`src/rtl/alu_issue_ctrl.sv`:
```
// Issue controller for one ALU-class instruction at a time: decodes opcode/funct,
// sequences the logic unit through EXEC (and SHIFT2 for shifts), and pulses completion.
module alu_issue_ctrl (
  input  logic       clk,
  input  logic       reset,
  input  logic       start,
  input  logic [5:0] opcode,
  input  logic [5:0] funct,
  input  logic       ZERO,
  input  logic       OVERFLOW,
  input  logic       Update_UC,
  output logic [3:0] ALUOp,
  output logic       busy,
  output logic       done,
  output logic       ALUOutWrite,
  output logic       PCWriteCond,
  output logic       OVF_EXC,
  output logic       ILLEGAL
);

  // state  | meaning
  // IDLE   | waiting for start
  // EXEC   | logic unit evaluating latched ALUOp
  // SHIFT2 | second hold cycle for the registered shifter
  // DONE   | one-cycle completion, outputs from sampled flags
  typedef enum logic [1:0] {IDLE, EXEC, SHIFT2, DONE} state_t;

  localparam logic [3:0] OP_PASS = 4'b0000;
  localparam logic [3:0] OP_ADD  = 4'b0001;
  localparam logic [3:0] OP_SUB  = 4'b0010;
  localparam logic [3:0] OP_AND  = 4'b0011;
  localparam logic [3:0] OP_SLT  = 4'b0100;
  localparam logic [3:0] OP_SLL  = 4'b0101;
  localparam logic [3:0] OP_SRL  = 4'b0110;
  localparam logic [3:0] OP_SRA  = 4'b0111;
  localparam logic [3:0] OP_BEQ  = 4'b1000;
  localparam logic [3:0] OP_BNE  = 4'b1001;
  localparam logic [3:0] OP_BLE  = 4'b1010;
  localparam logic [3:0] OP_BGT  = 4'b1011;
  localparam logic [3:0] OP_ADDU = 4'b1100;

  state_t     state_q, state_d;
  logic [3:0] op_q, op_d;
  logic       illegal_q, illegal_d;
  logic       zero_q, zero_d;
  logic       ovf_q, ovf_d;
  logic       uc_q, uc_d;

  logic [3:0] dec_op;
  logic       dec_illegal;

  always_comb begin
    dec_op      = OP_PASS;
    dec_illegal = 1'b0;
    if (opcode == 6'h00) begin
      case (funct)
        6'h20:   dec_op = OP_ADD;
        6'h21:   dec_op = OP_ADDU;
        6'h22:   dec_op = OP_SUB;
        6'h24:   dec_op = OP_AND;
        6'h2A:   dec_op = OP_SLT;
        6'h00:   dec_op = OP_SLL;
        6'h02:   dec_op = OP_SRL;
        6'h03:   dec_op = OP_SRA;
        default: dec_illegal = 1'b1;
      endcase
    end else begin
      case (opcode)
        6'h08:   dec_op = OP_ADD;
        6'h09:   dec_op = OP_ADDU;
        6'h04:   dec_op = OP_BEQ;
        6'h05:   dec_op = OP_BNE;
        6'h06:   dec_op = OP_BLE;
        6'h07:   dec_op = OP_BGT;
        default: dec_illegal = 1'b1;
      endcase
    end
  end

  logic is_shift, is_arith, is_branch;
  assign is_shift  = (op_q == OP_SLL) || (op_q == OP_SRL) || (op_q == OP_SRA);
  assign is_arith  = (op_q == OP_ADD) || (op_q == OP_SUB);
  assign is_branch = (op_q == OP_BEQ) || (op_q == OP_BNE) ||
                     (op_q == OP_BLE) || (op_q == OP_BGT);

  always_comb begin
    state_d   = state_q;
    op_d      = op_q;
    illegal_d = illegal_q;
    zero_d    = zero_q;
    ovf_d     = ovf_q;
    uc_d      = uc_q;
    case (state_q)
      IDLE: begin
        if (start) begin
          op_d      = dec_op;
          illegal_d = dec_illegal;
          zero_d    = 1'b0;
          ovf_d     = 1'b0;
          uc_d      = 1'b0;
          state_d   = dec_illegal ? DONE : EXEC;
        end
      end
      EXEC: begin
        if (is_shift) begin
          state_d = SHIFT2;
        end else begin
          zero_d  = ZERO;
          ovf_d   = OVERFLOW;
          uc_d    = Update_UC;
          state_d = DONE;
        end
      end
      SHIFT2: begin
        zero_d  = ZERO;
        ovf_d   = OVERFLOW;
        uc_d    = Update_UC;
        state_d = DONE;
      end
      DONE:    state_d = IDLE;
      default: state_d = IDLE;
    endcase
  end

  always_ff @(posedge clk or posedge reset) begin
    if (reset) begin
      state_q   <= IDLE;
      op_q      <= OP_PASS;
      illegal_q <= 1'b0;
      zero_q    <= 1'b0;
      ovf_q     <= 1'b0;
      uc_q      <= 1'b0;
    end else begin
      state_q   <= state_d;
      op_q      <= op_d;
      illegal_q <= illegal_d;
      zero_q    <= zero_d;
      ovf_q     <= ovf_d;
      uc_q      <= uc_d;
    end
  end

  // ZERO is captured alongside the other flags; no current output depends on it.
  logic unused_zero;
  assign unused_zero = zero_q;

  logic in_done;
  assign in_done = (state_q == DONE);

  assign ALUOp       = ((state_q == EXEC) || (state_q == SHIFT2)) ? op_q : OP_PASS;
  assign busy        = (state_q != IDLE);
  assign done        = in_done;
  assign ALUOutWrite = in_done && !illegal_q && !is_branch && !(is_arith && ovf_q);
  assign OVF_EXC     = in_done && is_arith && ovf_q;
  assign PCWriteCond = in_done && is_branch && uc_q;
  assign ILLEGAL     = in_done && illegal_q;

endmodule

```
`config.mk`:
```
export PLATFORM = sky130hd
export DESIGN_NAME = alu_issue_ctrl
export DESIGN_NICKNAME = d
export VERILOG_FILES = /design/src/rtl/alu_issue_ctrl.sv
export SDC_FILE = /design/constraint.sdc
export NUM_CORES = 1
export LEC_CHECK = 0
export BUFFER_PORTS_ARGS = -buffer_cell sky130_fd_sc_hd__buf_2
export CAP_MARGIN = 15
export CORE_UTILIZATION = 53
export CTS_CLUSTER_DIAMETER = 120
export DETAILED_ROUTE_END_ITERATION = 10
export GPL_TIMING_DRIVEN = 0
export PLACE_DENSITY = 0.79
export RECOVER_POWER = 50
export SLEW_MARGIN = 10
export SYNTH_ARGS = -nofsm -noshare
export SYNTH_HDL_FRONTEND = slang
export SYNTH_SLANG_ARGS = --single-unit
```
`constraint.sdc`:
```
create_clock -name clk -period 4.75 [get_ports clk]
set_input_delay 0.2375 -clock clk [delete_from_list [all_inputs] [get_ports clk]]
set_output_delay 0.2375 -clock clk [all_outputs]
set_load 0.02 [all_outputs]
```
==> flow_metrics.tcl, run 1 <==
set metrics [dict create \
    place_area_um2 981 \
    whs_endpoint "uc_q" \
    drive_gt1_share_pct 24.8 \
    routedWlPerCell_um 13.0 \
    synth_area_leader_cell "dfrtp_1" \
    regToRegSetupSlack_ps 3000 \
    tightest_slew_ps 469 \
    grt_pass1_vias 738 \
    synth_edf_count 0 \
    synthFlopType "dfrtp_1" \
    clock-sinks 9 \
    cp_data_required_time_ps 4510 \
    rsz0062_at_grt "false" \
    die_x_um 41.7 \
    cp_slowest_cell "dfrtp_1" \
    multi_input_area_um2 571 \
    dieArea_mm2 0.00174 \
    drc 0 \
    r2r_end "ovf_q" \
    cp-end-kind "output pin" \
    p_per_area_mw_per_mm2 494 \
    synth_top_area_share_pct 26.9 \
    r2r_start "state_q[0]" \
    holdPathStages 3 \
    final.fill_count 108 \
    ys_types 35 \
    floorplan.die.height_um 41.7 \
    hold_start "Update_UC" \
    cpPeakStageDelay_ps 440 \
    clock_latency_ps 270 \
    wl_mm 1.87 \
    fmax_ghz 0.568 \
    ys_warn_count 0 \
    synth.avg_cell_area_um2 8.46 \
    io_buffers 25 \
    post_cts_buffers 0 \
    core-area_mm2 0.00138 \
    report.final.hold_viol_count 0 \
    rows 13 \
    cp_cell_sequence "inv_1 -> ha_1 -> and2_1 -> buf_2" \
    max_slew_margin_pct 68.6 \
    antenna_cells 0 \
    grt_pass1_wl_mm 3.18 \
    synth_async_sr_flop_share_pct 100 \
    cts_tree "yes" \
    cts_root_buf "clkbuf_4" \
    vdd_drop_max_v 0.000430 \
    postSynthCellCount 99 \
    dp.final_hpwl_mm 1.51 \
    nNetsFinal 153 \
    cp-startpoint "state_q[0]" \
    p_leak_nw 0.495 \
    grtUsageTotal_pct 23.5 \
    synth_xor_area_share_pct 2.09 \
    globalplace.congestion 0.803 \
    design_area_mm2 0.00102 \
    vias_per_cell 5.88 \
    finalPower_w 0.000502 \
    crit_arrival_ps 1520 \
    setup.worst_path.class "flop to output pin" \
    syn_to_final_growth_pct 21.4 \
    synth-compound-area-share_pct 22.7 \
    synth.most_common_cell "a21oi_1" \
    antenna_found_initial 0 \
    grt_remaining_overflow 0 \
    setup_viol 0 \
    synth_area_leaders "dfrtp_1, ha_1, a21oi_1" \
    num_vias 846 \
    htreeDepth 1 \
    ctsResizeCount 0 \
    finClkSkew_ps 5.31 \
    start_kind "flop" \
    cap_violations 0 \
    postCtsHoldBufs 1 \
    drt-pass1-iter-count 4 \
    synth_top_family_by_area "simple AND/OR/NAND/NOR gates" \
    synth_area_um2 837 \
    cts_buffers 3 \
    synth_fp_nets 122 \
    grt_start_max_net_pins 10 \
    io_pins 28 \
    synthSimpleGateAreaFrac_pct 33.5 \
    ys_seq_area_share_pct 26.9 \
    drt_iter0_markers 12 \
    synthTopCellsByCount "a21oi_1, dfrtp_1, nor2_1, inv_1, nor3_1" \
    hold_ws_ps 236 \
    min_period_over_period_pct 37.0 \
    dp_cells 139 \
    muxShareOfSynthArea_pct 2.39 \
    antenna_left 0 \
    finalSetupTns_ps 0 \
    cts_max_path_buffers 2 \
    fin_crit_ps 1760 \
    r2r_cells 5 \
    start_util_pct 60.5 \
    synth_fa_ha_area_share_pct 7.47 \
    seqCellArea_um2 225 \
    stdcell_count 144 \
    hold_path_class "input port to flop" \
    maxSlewViolCount 0 \
    worst-path-max-fanout 7 \
    ys_ff_latch 9 \
    clkTransAtPathRegs_ps 60 \
    status "finished, final reports clean" \
]
-- layer usage --
| layer | wire (um) | GRT usage, % | share of wire (%) | up-vias |
|---|---|---|---|---|
| li1 | - | - | - | 438 |
| met1 | 931 | 33.4 | 50 | 383 |
| met2 | 844 | 34.4 | 45 | 23 |
| met3 | 81 | 7.83 | 4.3 | 2 |
| met4 | 9 | 5.16 | 0.48 | 0 |
| met5 | 0 | 0 | 0 | - |
-- placed cells by master (no fill, tap or decap), drive strengths merged, types with 3 or more instances in the layout --
master and n:
a21oi 10, a31oi 3, and2 5, buf 25, clkbuf 5, dfrtp 9, ha 5, inv 7
nand2 6, nor2 9, nor3 8, o31ai 4, or2b 3
-- power breakdown --
part / leakage [nW] / internal [W] / switching [W]
logic: 0.368 / 0.000121 / 0.000172
registers: 0.112 / 0.000111 / 0.0000370
clock network: 0.0150 / 0.0000325 / 0.0000285
-- flip-flops by register name, indices dropped and copies added (netlist names) --
register,cells
op_q,4
state_q,2
illegal_q,1
ovf_q,1
uc_q,1
-- cell families after synthesis --
family / count (synthesis)
adder cells (fa/ha/maj): 5
AO/OA/AOI/OAI: 28
flip-flops: 9
buffers and inverters: 8
multiplexers: 2
AND/OR/NAND/NOR: 45
XOR/XNOR: 2
-- metrics by stage --
step / util, % / setup WS, ps
floorplan: - / 3020
global placement: 71.0 / 3070
global route: 73.5 / 2870
detailed placement: 71.0 / 3020
finish: 73.5 / 2990
CTS: 73.6 / 2990
-- critical path, delay by kind of cell, from the launching register on --
kind	cells	cell delay, ps
buf+inv	2	240
fa+ha+maj	1	380
simple gates	1	190
flops	1	440
-- cell type report --
type | instances | share of cell area, %
Tap cell | 15 | 1.85
Sequential cell | 9 | 22.2
Multi-Input combinational cell | 82 | 56.2
Inverter | 7 | 2.59
Buffer | 1 | 1.48
Timing Repair Buffer | 26 | 13.2
Clock buffer | 4 | 2.59
-- worst max path at each step --
stage / cells past startpoint / to
2_1_floorplan: 2 / OVF_EXC
3_3_place_gp: 5 / ovf_q
3_5_place_dp: 5 / ovf_q
4_1_cts: 4 / ALUOp[1]
5_1_grt: 5 / uc_q
6_report: 4 / ALUOp[1]
No activity file was read; power rests on OpenSTA's default activity.
==> run 2: changes to the inputs <==
--- a/config.mk
+++ b/config.mk
@@ -5,13 +5,14 @@
 export SDC_FILE = /design/constraint.sdc
 export NUM_CORES = 1
 export LEC_CHECK = 0
+export ABC_AREA = 1
 export BUFFER_PORTS_ARGS = -buffer_cell sky130_fd_sc_hd__buf_2
 export CAP_MARGIN = 15
-export CORE_UTILIZATION = 53
+export CORE_UTILIZATION = 44
 export CTS_CLUSTER_DIAMETER = 120
 export DETAILED_ROUTE_END_ITERATION = 10
 export GPL_TIMING_DRIVEN = 0
-export PLACE_DENSITY = 0.79
+export PLACE_DENSITY = 0.7
 export RECOVER_POWER = 50
 export SLEW_MARGIN = 10
 export SYNTH_ARGS = -nofsm -noshare
==> constraint.sdc (replaced) <==
create_clock -name clk -period 1.6 [get_ports clk]
set_input_delay 0.08 -clock clk [delete_from_list [all_inputs] [get_ports clk]]
set_output_delay 0.08 -clock clk [all_outputs]
set_load 0.02 [all_outputs]
==> run 2 against run 1 <==
Compared with the run above: wire length shrank 6.1%; count of clock-buffer cells in the layout is the same; final cell count grew 27%; critical path depth grew 2; core utilization shrank 12 points; sequential share of layout area shrank 1.0 points; worst setup slack lost 2900 ps; first-iteration DRC count grew 58%; sequential power grew to 2.8 times the previous value; hold slack lost 180 ps; non-clock buffer count grew 1; synthesized area is the same; highest routed layer unchanged.
==> flow_metrics.tcl, run 2 <==
set metrics [dict create \
    hold_start "OVERFLOW" \
    dp.final_hpwl_mm 1.40 \
    die_x_um 45.6 \
    synth_edf_count 0 \
    final_common_cell "buf_2" \
    tightest_slew_ps 345 \
    cts_max_path_buffers 2 \
    synthFlopType "dfrtp_1" \
    grt_pass1_wl_mm 2.75 \
    antenna_left 0 \
    clock-sinks 9 \
    grt_start_max_net_pins 10 \
    start_kind "flop" \
    ys_seq_area_share_pct 26.9 \
    seqCellArea_um2 226 \
    ys_warn_count 0 \
    ys_ff_latch 9 \
    fmax_ghz 0.662 \
    crit_arrival_ps 1430 \
    io_pins 28 \
    drc 0 \
    finClkSkew_ps 1.28 \
    io_buffers 26 \
    hold_ws_ps 59.4 \
    wl_mm 1.75 \
    r2r_cells 9 \
    r2r_start "state_q[1]" \
    rows 15 \
    synthTopCellsByCount "inv_1, nor2_1, nand2_1, nand3_1, dfrtp_1" \
    clkTransAtPathRegs_ps 60 \
    floorplan.die.height_um 45.6 \
    vias_per_cell 4.74 \
    antenna_cells 0 \
    whs_endpoint "ovf_q" \
    cap_violations 0 \
    routedWlPerCell_um 9.57 \
    vdd_drop_max_v 0.000794 \
    max_slew_margin_pct 77.0 \
    grt_remaining_overflow 0 \
    antenna_found_initial 0 \
    synth_async_sr_flop_share_pct 100 \
    top_regs "op_q (4), state_q (2)" \
    synth_top_area_share_pct 26.9 \
    synth_fp_nets 149 \
    num_vias 868 \
    globalplace.congestion 0.756 \
    synth_area_leader_cell "dfrtp_1" \
    nNetsFinal 182 \
    final_cell_mix "buf_2, inv_1, nor2_1, nand2_1, nand3_1" \
    setup.worst_path.class "flop to output pin" \
    hold_path_class "input port to flop" \
    report.final.hold_viol_count 0 \
    htreeDepth 1 \
    synth_area_leaders "dfrtp_1, inv_1, nor2_1" \
    cts_root_buf "clkbuf_4" \
    largest_register_ffs 4 \
    final.fill_count 169 \
    r2r_end "uc_q" \
    synth.most_common_cell "inv_1" \
    cp-end-kind "output pin" \
    core-area_mm2 0.00175 \
    postSynthCellCount 126 \
    synth_area_um2 837 \
    worst-path-max-fanout 4 \
    finalSetupTns_ps 0 \
    min_period_over_period_pct 94.3 \
    start_util_pct 48.0 \
    drt_iter0_markers 19 \
    syn_to_final_growth_pct 27.8 \
    rsz0062_at_grt "false" \
    dieArea_mm2 0.00208 \
    ys_types 21 \
    setup_viol 0 \
    p_per_area_mw_per_mm2 1390 \
    regToRegSetupSlack_ps 150 \
    grtUsageTotal_pct 18.7 \
    holdPathStages 3 \
    clock_latency_ps 260 \
    cts_buffers 3 \
    grt_pass1_vias 702 \
    p_leak_nw 0.579 \
    drt-pass1-iter-count 4 \
    top_register "op_q" \
    status "finished, final reports clean" \
    cp_data_required_time_ps 1520 \
    fin_crit_ps 1510 \
    cts_tree "yes" \
    drive_gt1_share_pct 34.2 \
    maxSlewViolCount 0 \
    synth.avg_cell_area_um2 6.64 \
    multi_input_area_um2 537 \
]
run 2: cell count changes in the layout (fill, tap and decap cells not counted), moves of 5 or more:
| cell | change |
|---|---|
| nand3_1 | +12 |
| nor3_1 | -7 |
| and2_1 | -5 |
| nor2_1 | +11 |
| nand2_1 | +12 |
| inv_2 | +7 |
| inv_1 | +13 |
| a21oi_1 | -7 |
run 2: worst max path at each step:
stage,from,endpoint,depth (start not counted)
global route,op_q[3],ALUOutWrite,6
detailed placement,state_q[0],op_q[1],6
CTS,state_q[0],ALUOp[3],5
finish,op_q[3],ALUOutWrite,6
floorplan,state_q[0],PCWriteCond,3
global placement,state_q[0],op_q[1],6
run 2: through the flow:
stage          instances  setup WS, ps  utilization [%]  power (W)  instance area (um2)
2_1_floorplan        126          3.90                -    0.00100                  843
3_3_place_gp         177           198             57.6    0.00121                 1000
3_5_place_dp         177           205             57.6    0.00122                 1000
4_1_cts              182          4.29             60.0    0.00142                 1050
5_1_grt              183          23.8             61.3    0.00164                 1070
6_report             183          90.5             61.3    0.00149                 1070
run 2: layout make-up:
class,count,share of cell area [%]
multi-input combinational,90,50.2
timing repair buffer,28,13.8
inverter,27,9.47
tap,25,2.92
sequential,9,21.2
clock buffer,4,2.46
run 2: timing repair:
action                                  CTS  global route
pin swaps                                 0             1
hold buffers                              1             0
buffers inserted                          0             1
endpoints found under the setup margin    1             6
resized for setup                         1             5
hold endpoints to repair                  9             0
run 2: power breakdown:
group,switching (W),internal (W),leakage (nW)
sequential,0.0000902,0.000326,0.111
combinational,0.000556,0.000343,0.454
clock,0.0000787,0.0000961,0.0150
run 2: kinds of logic (layout without fill, tap and decap cells):
kind of cell	count (synthesis)	in the layout	synth area share, %
simple gates	69	69	43.2
buf+inv	27	59	12.1
fa+ha+maj	5	5	7.47
flops	9	9	26.9
compound gates	16	16	10.3
run 2: critical path, stage by stage (launching register included):
cell	delay, ps
dfrtp_1	380
inv_2	90
o21ai_2	70
nor4_2	260
buf_4	170
nor4_2	30
buf_2	160
run 2: layer usage:
layer | wire (um) | global-route usage, % | part of all wire, %
met1 | 856 | 24.7 | 49
met2 | 778 | 28.0 | 44
met3 | 86 | 4.76 | 4.9
met4 | 29 | 9.09 | 1.7
met5 | 0 | 0 | 0
==> run 3: changes to the inputs <==
--- a/config.mk
+++ b/config.mk
@@ -12,7 +12,7 @@
 export CTS_CLUSTER_DIAMETER = 120
 export DETAILED_ROUTE_END_ITERATION = 10
 export GPL_TIMING_DRIVEN = 0
-export PLACE_DENSITY = 0.7
+export PLACE_DENSITY = 0.72
 export RECOVER_POWER = 50
 export SLEW_MARGIN = 10
 export SYNTH_ARGS = -nofsm -noshare
==> run 3 against run 2 <==
Compared with the run above: die area is the same; largest cell class unchanged; via count grew 2.0%; global-route usage shrank 0.68 points; register-to-register slack gained 30 ps; first-iteration DRC count is the same; sequential power shrank 1%; critical endpoint is now ALUOp[0]; core utilization shrank 1.2 points; largest power group unchanged; non-clock buffer count shrank 1.
==> flow_metrics.tcl, run 3 (synthesized netlist as in run 2, its figures left out) <==
set metrics [dict create \
    multi_input_area_um2 526 \
    worst-path-max-fanout 7 \
    routedWlPerCell_um 9.24 \
    io_pins 28 \
    clkTransAtPathRegs_ps 60 \
    fmax_ghz 0.653 \
    cts_root_buf "clkbuf_4" \
    grt_pass1_vias 705 \
    io_buffers 26 \
    status "finished, final reports clean" \
    cp_data_required_time_ps 1520 \
    drt-pass1-iter-count 4 \
    r2r_start "state_q[1]" \
    setup_viol 0 \
    floorplan.die.height_um 45.6 \
    tightest_slew_ps 337 \
    vdd_drop_max_v 0.00105 \
    stdcell_count 182 \
    grtUsageTotal_pct 18.0 \
    r2r_end "op_q[1]" \
    final_cell_mix "buf_2, inv_1, nor2_1, nand2_1, nand3_1" \
    start_kind "flop" \
    cts_max_path_buffers 2 \
    grt_remaining_overflow 0 \
    max_slew_margin_pct 77.5 \
    clock_latency_ps 250 \
    grt_start_max_net_pins 10 \
    finalSetupTns_ps 0 \
    report.final.hold_viol_count 0 \
    p_leak_nw 0.566 \
    cts_buffers 3 \
    seqCellArea_um2 226 \
    vias_per_cell 4.86 \
    top_register "op_q" \
    dp.final_hpwl_mm 1.35 \
    clock-sinks 9 \
    final.fill_count 182 \
    p_per_area_mw_per_mm2 1350 \
    dieArea_mm2 0.00208 \
    min_period_over_period_pct 95.8 \
    htreeDepth 1 \
    drt_iter0_markers 19 \
    finClkSkew_ps 4.83 \
    num_vias 885 \
    globalplace.congestion 0.870 \
    utilization_pct 60.1 \
    core-area_mm2 0.00175 \
    antenna_found_initial 0 \
    post_cts_buffers 0 \
    syn_to_final_growth_pct 25.3 \
    antenna_left 0 \
    endpoint "ALUOp[0]" \
    rows 15 \
    nNetsFinal 181 \
    drc 0 \
    r2r_cells 6 \
    cp-startpoint "state_q[1]" \
    rsz0062_at_grt "false" \
    crit_arrival_ps 1450 \
    final_common_cell "buf_2" \
    dp_cells 177 \
    drive_gt1_share_pct 32.5 \
    grt_pass1_wl_mm 2.78 \
    largest_register_ffs 4 \
    cts_tree "yes" \
    top_regs "op_q (4), state_q (2)" \
    start_util_pct 48.0 \
    cap_violations 0 \
    hold_path_class "input port to flop" \
    antenna_cells 0 \
    die_x_um 45.6 \
    fin_crit_ps 1530 \
    maxSlewViolCount 0 \
    wl_mm 1.68 \
    cp-end-kind "output pin" \
    regToRegSetupSlack_ps 180 \
    setup.worst_path.class "flop to output pin" \
]
-- run 3: cell count changes in the layout (fill, tap and decap cells not counted) --
cell      previous run  this run
buf_2               26        24
clkbuf_1             1         3
o21ai_1              4         6
buf_4                1         0
ha_2                 0         1
ha_4                 1         0
nor2_1              20        19
nor2_2               3         4
o21ai_0              5         4
o21ai_2              1         0
-- run 3: critical path, stage by stage (launching register included) --
cell and delay (ps):
dfrtp_1 400, inv_1 110, ha_2 420, nand2_1 80, inv_1 50, buf_2 150
-- run 3: power by group --
group	switching, W	internal [W]
Combinational	0.000538	0.000291
Clock	0.0000756	0.0000959
Sequential	0.0000854	0.000326
Total	0.000699	0.000713
-- run 3: per-layer routing --
layer,track usage (%),vias to the layer above,part of all wire [%]
met5,0,-,0
met4,5.45,0,0.83
met3,2.38,2,3.4
met2,29.7,25,45
met1,24.1,389,51
li1,-,469,-
-- run 3: area by class of cell --
cell class	instances	share of cell area (%)
sequential	9	21.6
clock buffer	4	2.51
multi-input combinational	90	50.1
inverter	27	9.67
tap	25	2.98
timing repair buffer	27	13.1
-- run 3: timing repair --
action | CTS | global route
endpoints found under the hold margin | 9 | 0
pin swaps | 0 | 0
gates resized for setup | 1 | 2
hold buffers | 1 | 0
endpoints found under the setup margin | 1 | 4
-- run 3: per-stage QoR --
| step | setup WS [ps] | hold WS (ps) | instance area (um2) | power [W] |
|---|---|---|---|---|
| floorplan | 3.90 | -92.1 | 843 | 0.00100 |
| global placement | 206 | 49.9 | 1000 | 0.00121 |
| detailed placement | 188 | 52.1 | 1000 | 0.00122 |
| CTS | 45.2 | 65.5 | 1040 | 0.00141 |
| global route | 6.16 | 87.0 | 1050 | 0.00155 |
| finish | 67.5 | 67.9 | 1050 | 0.00141 |
-- run 3: how the worst min path moves through the flow --
stage          cells after the start   endpoint  startpoint
2_1_floorplan                      1  illegal_q       reset
3_3_place_gp                       2       uc_q       reset
3_5_place_dp                       2       uc_q       reset
4_1_cts                            3       uc_q   Update_UC
5_1_grt                            3      ovf_q    OVERFLOW
6_report                           3       uc_q   Update_UC
